===== config.mk =====
export PLATFORM = sky130hd
export DESIGN_NAME = connect_n_win_scanner
export DESIGN_NICKNAME = d
export VERILOG_FILES = /design/src/rtl/connect_n_win_scanner.sv
export SDC_FILE = /design/constraint.sdc
export NUM_CORES = 1
export LEC_CHECK = 0
export ABC_CLOCK_PERIOD_IN_PS = 7800
export CAP_MARGIN = 20
export CORE_MARGIN = 2
export CORE_UTILIZATION = 30
export CTS_CLUSTER_SIZE = 16
export DETAILED_ROUTE_END_ITERATION = 8
export PLACE_DENSITY = 0.51
export SKIP_CTS_REPAIR_TIMING = 1
export SYNTH_ARGS = -nofsm -noshare
export SYNTH_HDL_FRONTEND = slang
export SYNTH_SLANG_ARGS = --single-unit

===== constraint.sdc =====
create_clock -name i_clk -period 7.8 [get_ports i_clk]
set_input_delay 1.17 -clock i_clk [delete_from_list [all_inputs] [get_ports i_clk]]
set_output_delay 1.17 -clock i_clk [all_outputs]
set_load 0.02 [all_outputs]

===== src/rtl/connect_n_win_scanner.sv =====
`timescale 1ns/1ps
// Sequential Connect-N detector: snapshots a ROWS x COLS board and scans one anchor per clock.
// Optional draw output is built only when CONNECT_DRAW_DETECT_EN is defined.

module connect_n_dir_chk #(
  parameter int ROWS    = 6,
  parameter int COLS    = 7,
  parameter int WIN_LEN = 4,
  parameter int DR      = 1,
  parameter int DC      = 0,
  localparam int RW     = (ROWS > 1) ? $clog2(ROWS) : 1,
  localparam int CW     = (COLS > 1) ? $clog2(COLS) : 1
) (
  input  logic [2*ROWS*COLS-1:0] i_board,
  input  logic [RW-1:0]          i_row,
  input  logic [CW-1:0]          i_col,
  input  logic [1:0]             i_cell,
  output logic                   o_match
);
  int w_rr, w_cc;

  // Any step off the board kills the match, so no column wrap-around is possible.
  always_comb begin
    o_match = 1'b1;
    w_rr    = 0;
    w_cc    = 0;
    for (int k = 0; k < WIN_LEN; k++) begin
      w_rr = int'(i_row) + k * DR;
      w_cc = int'(i_col) + k * DC;
      if (w_rr < 0 || w_rr >= ROWS || w_cc < 0 || w_cc >= COLS)
        o_match = 1'b0;
      else if (i_board[2*(w_rr*COLS+w_cc) +: 2] != i_cell)
        o_match = 1'b0;
    end
  end
endmodule

module connect_n_win_scanner #(
  parameter int ROWS    = 6,
  parameter int COLS    = 7,
  parameter int WIN_LEN = 4,
  localparam int RW     = (ROWS > 1) ? $clog2(ROWS) : 1,
  localparam int CW     = (COLS > 1) ? $clog2(COLS) : 1,
  localparam int NB     = 2 * ROWS * COLS
) (
  input  logic          i_clk,
  input  logic          i_rst,
  input  logic          i_start,
  input  logic [NB-1:0] i_board,
  output logic          o_busy,
  output logic          o_done,
  output logic          o_win,
  output logic [1:0]    o_winner,
  output logic [3:0]    o_dir,
  output logic [RW-1:0] o_win_row,
  output logic [CW-1:0] o_win_col,
  output logic          o_draw
);
  localparam int MAXD = (ROWS > COLS) ? ROWS : COLS;
  localparam logic [RW-1:0] LAST_ROW = RW'(ROWS - 1);
  localparam logic [CW-1:0] LAST_COL = CW'(COLS - 1);

  generate
    if (WIN_LEN < 2 || WIN_LEN > MAXD) begin : g_bad_param
      $error("connect_n_win_scanner: WIN_LEN must be in 2..max(ROWS,COLS)");
    end
  endgenerate

  typedef enum logic [1:0] {S_IDLE, S_SCAN, S_DONE} state_t;
  state_t r_state, w_next;

  logic [NB-1:0] r_board;
  logic [RW-1:0] r_row, r_win_row;
  logic [CW-1:0] r_col, r_win_col;
  logic          r_win;
  logic [1:0]    r_winner;
  logic [3:0]    r_dir;

  logic [1:0]    w_cell;
  logic [3:0]    w_dir;
  logic          w_qual, w_hit, w_last;
  int            w_aidx;

  assign w_aidx = int'(r_row) * COLS + int'(r_col);
  assign w_cell = r_board[2*w_aidx +: 2];
  assign w_qual = (w_cell == 2'b01) || (w_cell == 2'b10);
  assign w_hit  = w_qual && (|w_dir);
  assign w_last = (r_row == LAST_ROW) && (r_col == LAST_COL);

  // dir bit order {ldiag, rdiag, hor, ver}
  generate
    for (genvar g = 0; g < 4; g++) begin : g_dir
      localparam int DR = (g == 1) ? 0 : 1;
      localparam int DC = (g == 0) ? 0 : ((g == 3) ? -1 : 1);
      connect_n_dir_chk #(
        .ROWS(ROWS), .COLS(COLS), .WIN_LEN(WIN_LEN), .DR(DR), .DC(DC)
      ) u_chk (
        .i_board(r_board),
        .i_row  (r_row),
        .i_col  (r_col),
        .i_cell (w_cell),
        .o_match(w_dir[g])
      );
    end
  endgenerate

  always_ff @(posedge i_clk or posedge i_rst) begin
    if (i_rst) r_state <= S_IDLE;
    else       r_state <= w_next;
  end

  always_comb begin
    w_next = r_state;
    case (r_state)
      S_IDLE:  if (i_start) w_next = S_SCAN;
      S_SCAN:  if (w_hit || w_last) w_next = S_DONE;
      S_DONE:  w_next = S_IDLE;
      default: w_next = S_IDLE;
    endcase
  end

  always_ff @(posedge i_clk or posedge i_rst) begin
    if (i_rst) begin
      r_board   <= '0;
      r_row     <= '0;
      r_col     <= '0;
      r_win     <= 1'b0;
      r_winner  <= 2'b00;
      r_dir     <= 4'b0000;
      r_win_row <= '0;
      r_win_col <= '0;
    end else begin
      case (r_state)
        S_IDLE: if (i_start) begin
          r_board   <= i_board;
          r_row     <= '0;
          r_col     <= '0;
          r_win     <= 1'b0;
          r_winner  <= 2'b00;
          r_dir     <= 4'b0000;
          r_win_row <= '0;
          r_win_col <= '0;
        end
        S_SCAN: begin
          if (w_hit) begin
            r_win     <= 1'b1;
            r_winner  <= w_cell;
            r_dir     <= w_dir;
            r_win_row <= r_row;
            r_win_col <= r_col;
          end else if (!w_last) begin
            if (r_col == LAST_COL) begin
              r_col <= '0;
              r_row <= r_row + RW'(1);
            end else begin
              r_col <= r_col + CW'(1);
            end
          end
        end
        default: ;
      endcase
    end
  end

`ifdef CONNECT_DRAW_DETECT_EN
  logic r_draw;
  logic w_top_full;

  always_comb begin
    w_top_full = 1'b1;
    for (int c = 0; c < COLS; c++) begin
      if (r_board[2*((ROWS-1)*COLS+c) +: 2] != 2'b01 &&
          r_board[2*((ROWS-1)*COLS+c) +: 2] != 2'b10)
        w_top_full = 1'b0;
    end
  end

  // Draw is decided only when the scan runs out of anchors without a win.
  always_ff @(posedge i_clk or posedge i_rst) begin
    if (i_rst)                             r_draw <= 1'b0;
    else if (r_state == S_IDLE && i_start) r_draw <= 1'b0;
    else if (r_state == S_SCAN && !w_hit && w_last) r_draw <= w_top_full;
  end

  assign o_draw = r_draw;
`else
  assign o_draw = 1'b0;
`endif

  assign o_busy    = (r_state != S_IDLE);
  assign o_done    = (r_state == S_DONE);
  assign o_win     = r_win;
  assign o_winner  = r_winner;
  assign o_dir     = r_dir;
  assign o_win_row = r_win_row;
  assign o_win_col = r_win_col;
endmodule


==> out/qor.txt <==
Slew Limit Fails = 0
Number of synthesized flops with an enable pin = 0
Req. time, crit path = 8.07 ns
RSZ-0062 raised after global routing = false
Final ANT Viol Nets = 0
Syn Inst Count = 1509
Final WS setup = 1.07 ns
DR WL/cell = 24.4 µm
Met3 Use GR = 4.06%
Area of the die = 49900 µm²
Fillers = 4914
Die Width = 223 µm
Worst Skew = 0.0115 ns
Slew Limit Headroom = 21.7%
Residual DRC = 0
Hold Fails Final Rpt = 0
Yosys Warn Count = 0
Starting DRT DRC Count = 1266
Vias in the first global route = 12546
Root buffer cell = clkbuf_16
F_max = 0.148 GHz
Syn_area_per_cell = 9.57 µm²
Pre-CTS setup slack = 1.21 ns
GPL Wtd Cong = 0.972
GR peak layer = met2
Clk buf depth = 2
CP Launch Type = register
Global-route usage over all layers = 21.4%
# port buffers = 101
Met2 GRT Util = 32.3%
Hold WS = 0.501 ns
Total CTS buffers = 9
Final Cycle Share = 86.3%
Initial antenna violation count = 1
Cell row count = 80
Synth Register Bits = 105
Routing usage on met1 = 30.1%
Skew-Pair Late Insertion Delay = 0.38 ns
Largest stage delay, worst path = 0.67 ns
Core ar. = 47600 µm²
Commonest non-fill, non-tap cell in the layout = nand2_1
Chip height = 223 µm
Sequential element share of the synthesized area = 18.2%
Tightest Pin Transition = 1.14 ns
Post-Synthesis Cell Area = 14400 µm²
Layout cells sized above 1 = 16.8%
Min-delay worst type = reg2reg
Reg area = 2630 µm²
Data arrival, critical path = 7.01 ns
TritonCTS clock tree = done
Max Cap Viol = 0
Via count = 13060
Share of the synthesized area in the top cell type = 22.4%
TNS Setup = 0 ns
Area Growth Syn to Fin = 14.1%
Multi-input logic area = 11300 µm²
Synth Flop Type = dfrtp_1
Outcome = complete, no violations
Yosys top cell by area = mux4_2
Ys async rst share = 100%
Fin cells = 2203
CTS clk-pin slew, worst paths = 0.08 ns
Global-route congestion overflow total = 0
Syn Nets = 1705
Final HPWL DP = 43.0 mm
Commonest non-fill, non-tap cells in the layout = 318 x nand2_1, 144 x mux4_2, 110 x mux2i_1
DRT Pass-1 Iters = 6
Crit path cell chain = inv_1, ha_1, xnor2_1, xnor2_1, ha_1, fa_1, ha_1, nand2_1, o21ai_0, o21ai_0, xor2_1, mux4_2, o22a_1, and4_1, o221ai_2, o21a_1, o211ai_2, buf_4, o41ai_2
Largest net degree at the start of global routing = 85
CP endpoint kind = register
First-pass GRT wire length = 80.9 mm
Netlist cell types = 94
WS Path Type = reg2reg
Starting Density = 30.3%
Clock sinks = 105
I/O pin count = 103
CTS H-Tree Depth = 3
N_diodes = 0
Layout net count = 1779
WL final = 53.7 mm
Final setup vio count = 0
CP max-delay cell = dfrtp_1
Max Fanout on Critical Path = 20
Placed insts = 2186
Vias per inst = 5.93
Area contributors post-synth = mux4_2 22%, dfrtp_1 18%, nand2_1 8.3%
Fin crit period = 6.73 ns
Crit-path most repeated cell = ha_1
-- worst paths after layout --
path	cells after the start	end	start	slack, ns
setup / recovery	19	r_row[2]	r_row[1]	1.07
hold / removal	2	r_board[24]	r_board[24]	0.50
setup reg to reg	19	r_row[2]	r_row[1]	1.07
hold reg to reg	2	r_board[24]	r_board[24]	0.50
max in group asynchronous	3	r_board[45]	i_rst	5.41
min in group asynchronous	2	r_board[22]	i_rst	1.22
-- Yosys cell counts (6+ instances only) --
library cell	number
nand3_1	29
a21boi_0	7
mux4_2	144
a211oi_1	17
a31oi_1	8
nor2b_1	21
and3_1	7
buf_2	13
xor2_1	20
o211ai_1	9
o2111ai_1	7
a21o_1	18
o21ai_0	52
nor2_1	56
o31ai_1	9
fa_1	17
nor4_1	8
nand3b_1	12
mux2_2	43
a221oi_1	6
o22ai_1	8
o21a_1	6
or4_1	6
inv_1	47
nor3_1	28
a21oi_1	57
and2_1	10
dfrtp_1	105
buf_1	10
nand4_1	11
nand2b_1	10
ha_1	92
nand2_1	319
xnor2_1	30
buf_4	10
clkbuf_1	32
mux2i_1	110
-- sequential cells by signal (all words and copies together) (netlist names) --
| name | cells |
|---|---|
| r_board | 84 |
| o_dir | 4 |
| o_win_col | 3 |
| o_win_row | 3 |
| r_col | 3 |
| r_row | 3 |
| o_winner | 2 |
| r_state | 2 |
| o_win | 1 |
-- layout make-up --
| type | instances | share of cell area (%) |
|---|---|---|
| Clock inverter | 7 | 0.622 |
| Clock buffer | 9 | 1.37 |
| Inverter | 48 | 1.11 |
| Sequential cell | 105 | 15.9 |
| Tap cell | 615 | 4.67 |
| Multi-Input combinational cell | 1284 | 68.6 |
| Timing Repair Buffer | 135 | 7.73 |
-- metrics by stage --
| step | util, % | cell area, µm² |
|---|---|---|
| 3_3_place_gp | 33.9 | 16100 |
| 2_1_floorplan | - | 14400 |
| 3_5_place_dp | 33.9 | 16100 |
| 6_report | 34.6 | 16500 |
| 5_1_grt | 34.6 | 16500 |
| 4_1_cts | 34.6 | 16500 |
-- logic make-up after synthesis --
family          Yosys count  share of synthesized area, %
simple gates            553                          17.5
mux                     298                          33.6
compound gates          270                          13.0
buf+inv                 120                          3.92
fa+ha+maj               110                          10.4
flops                   105                          18.2
xor+xnor                 52                          3.33
other cells               1                        0.0260
-- layer usage --
layer	share of wire [%]	up-vias
met4	4.4	2
met2	44	546
met1	44	6552
met3	7.3	109
met5	0.024	-
li1	-	5851
-- critical path: cells and delay by family (launching register included) --
| kind | cells | cell delay (ns) |
|---|---|---|
| xor gates and xnor gates | 3 | 1.20 |
| adders and majority gates | 4 | 1.57 |
| muxes | 1 | 0.58 |
| buffers and inverters | 2 | 0.54 |
| DFF | 1 | 0.67 |
| AOI/OAI and AO/OA | 7 | 1.80 |
| and+or+nand+nor | 2 | 0.25 |
Power is not shown: default switching activity piles up to over one toggle a cycle in this logic, so the estimate is an artifact.
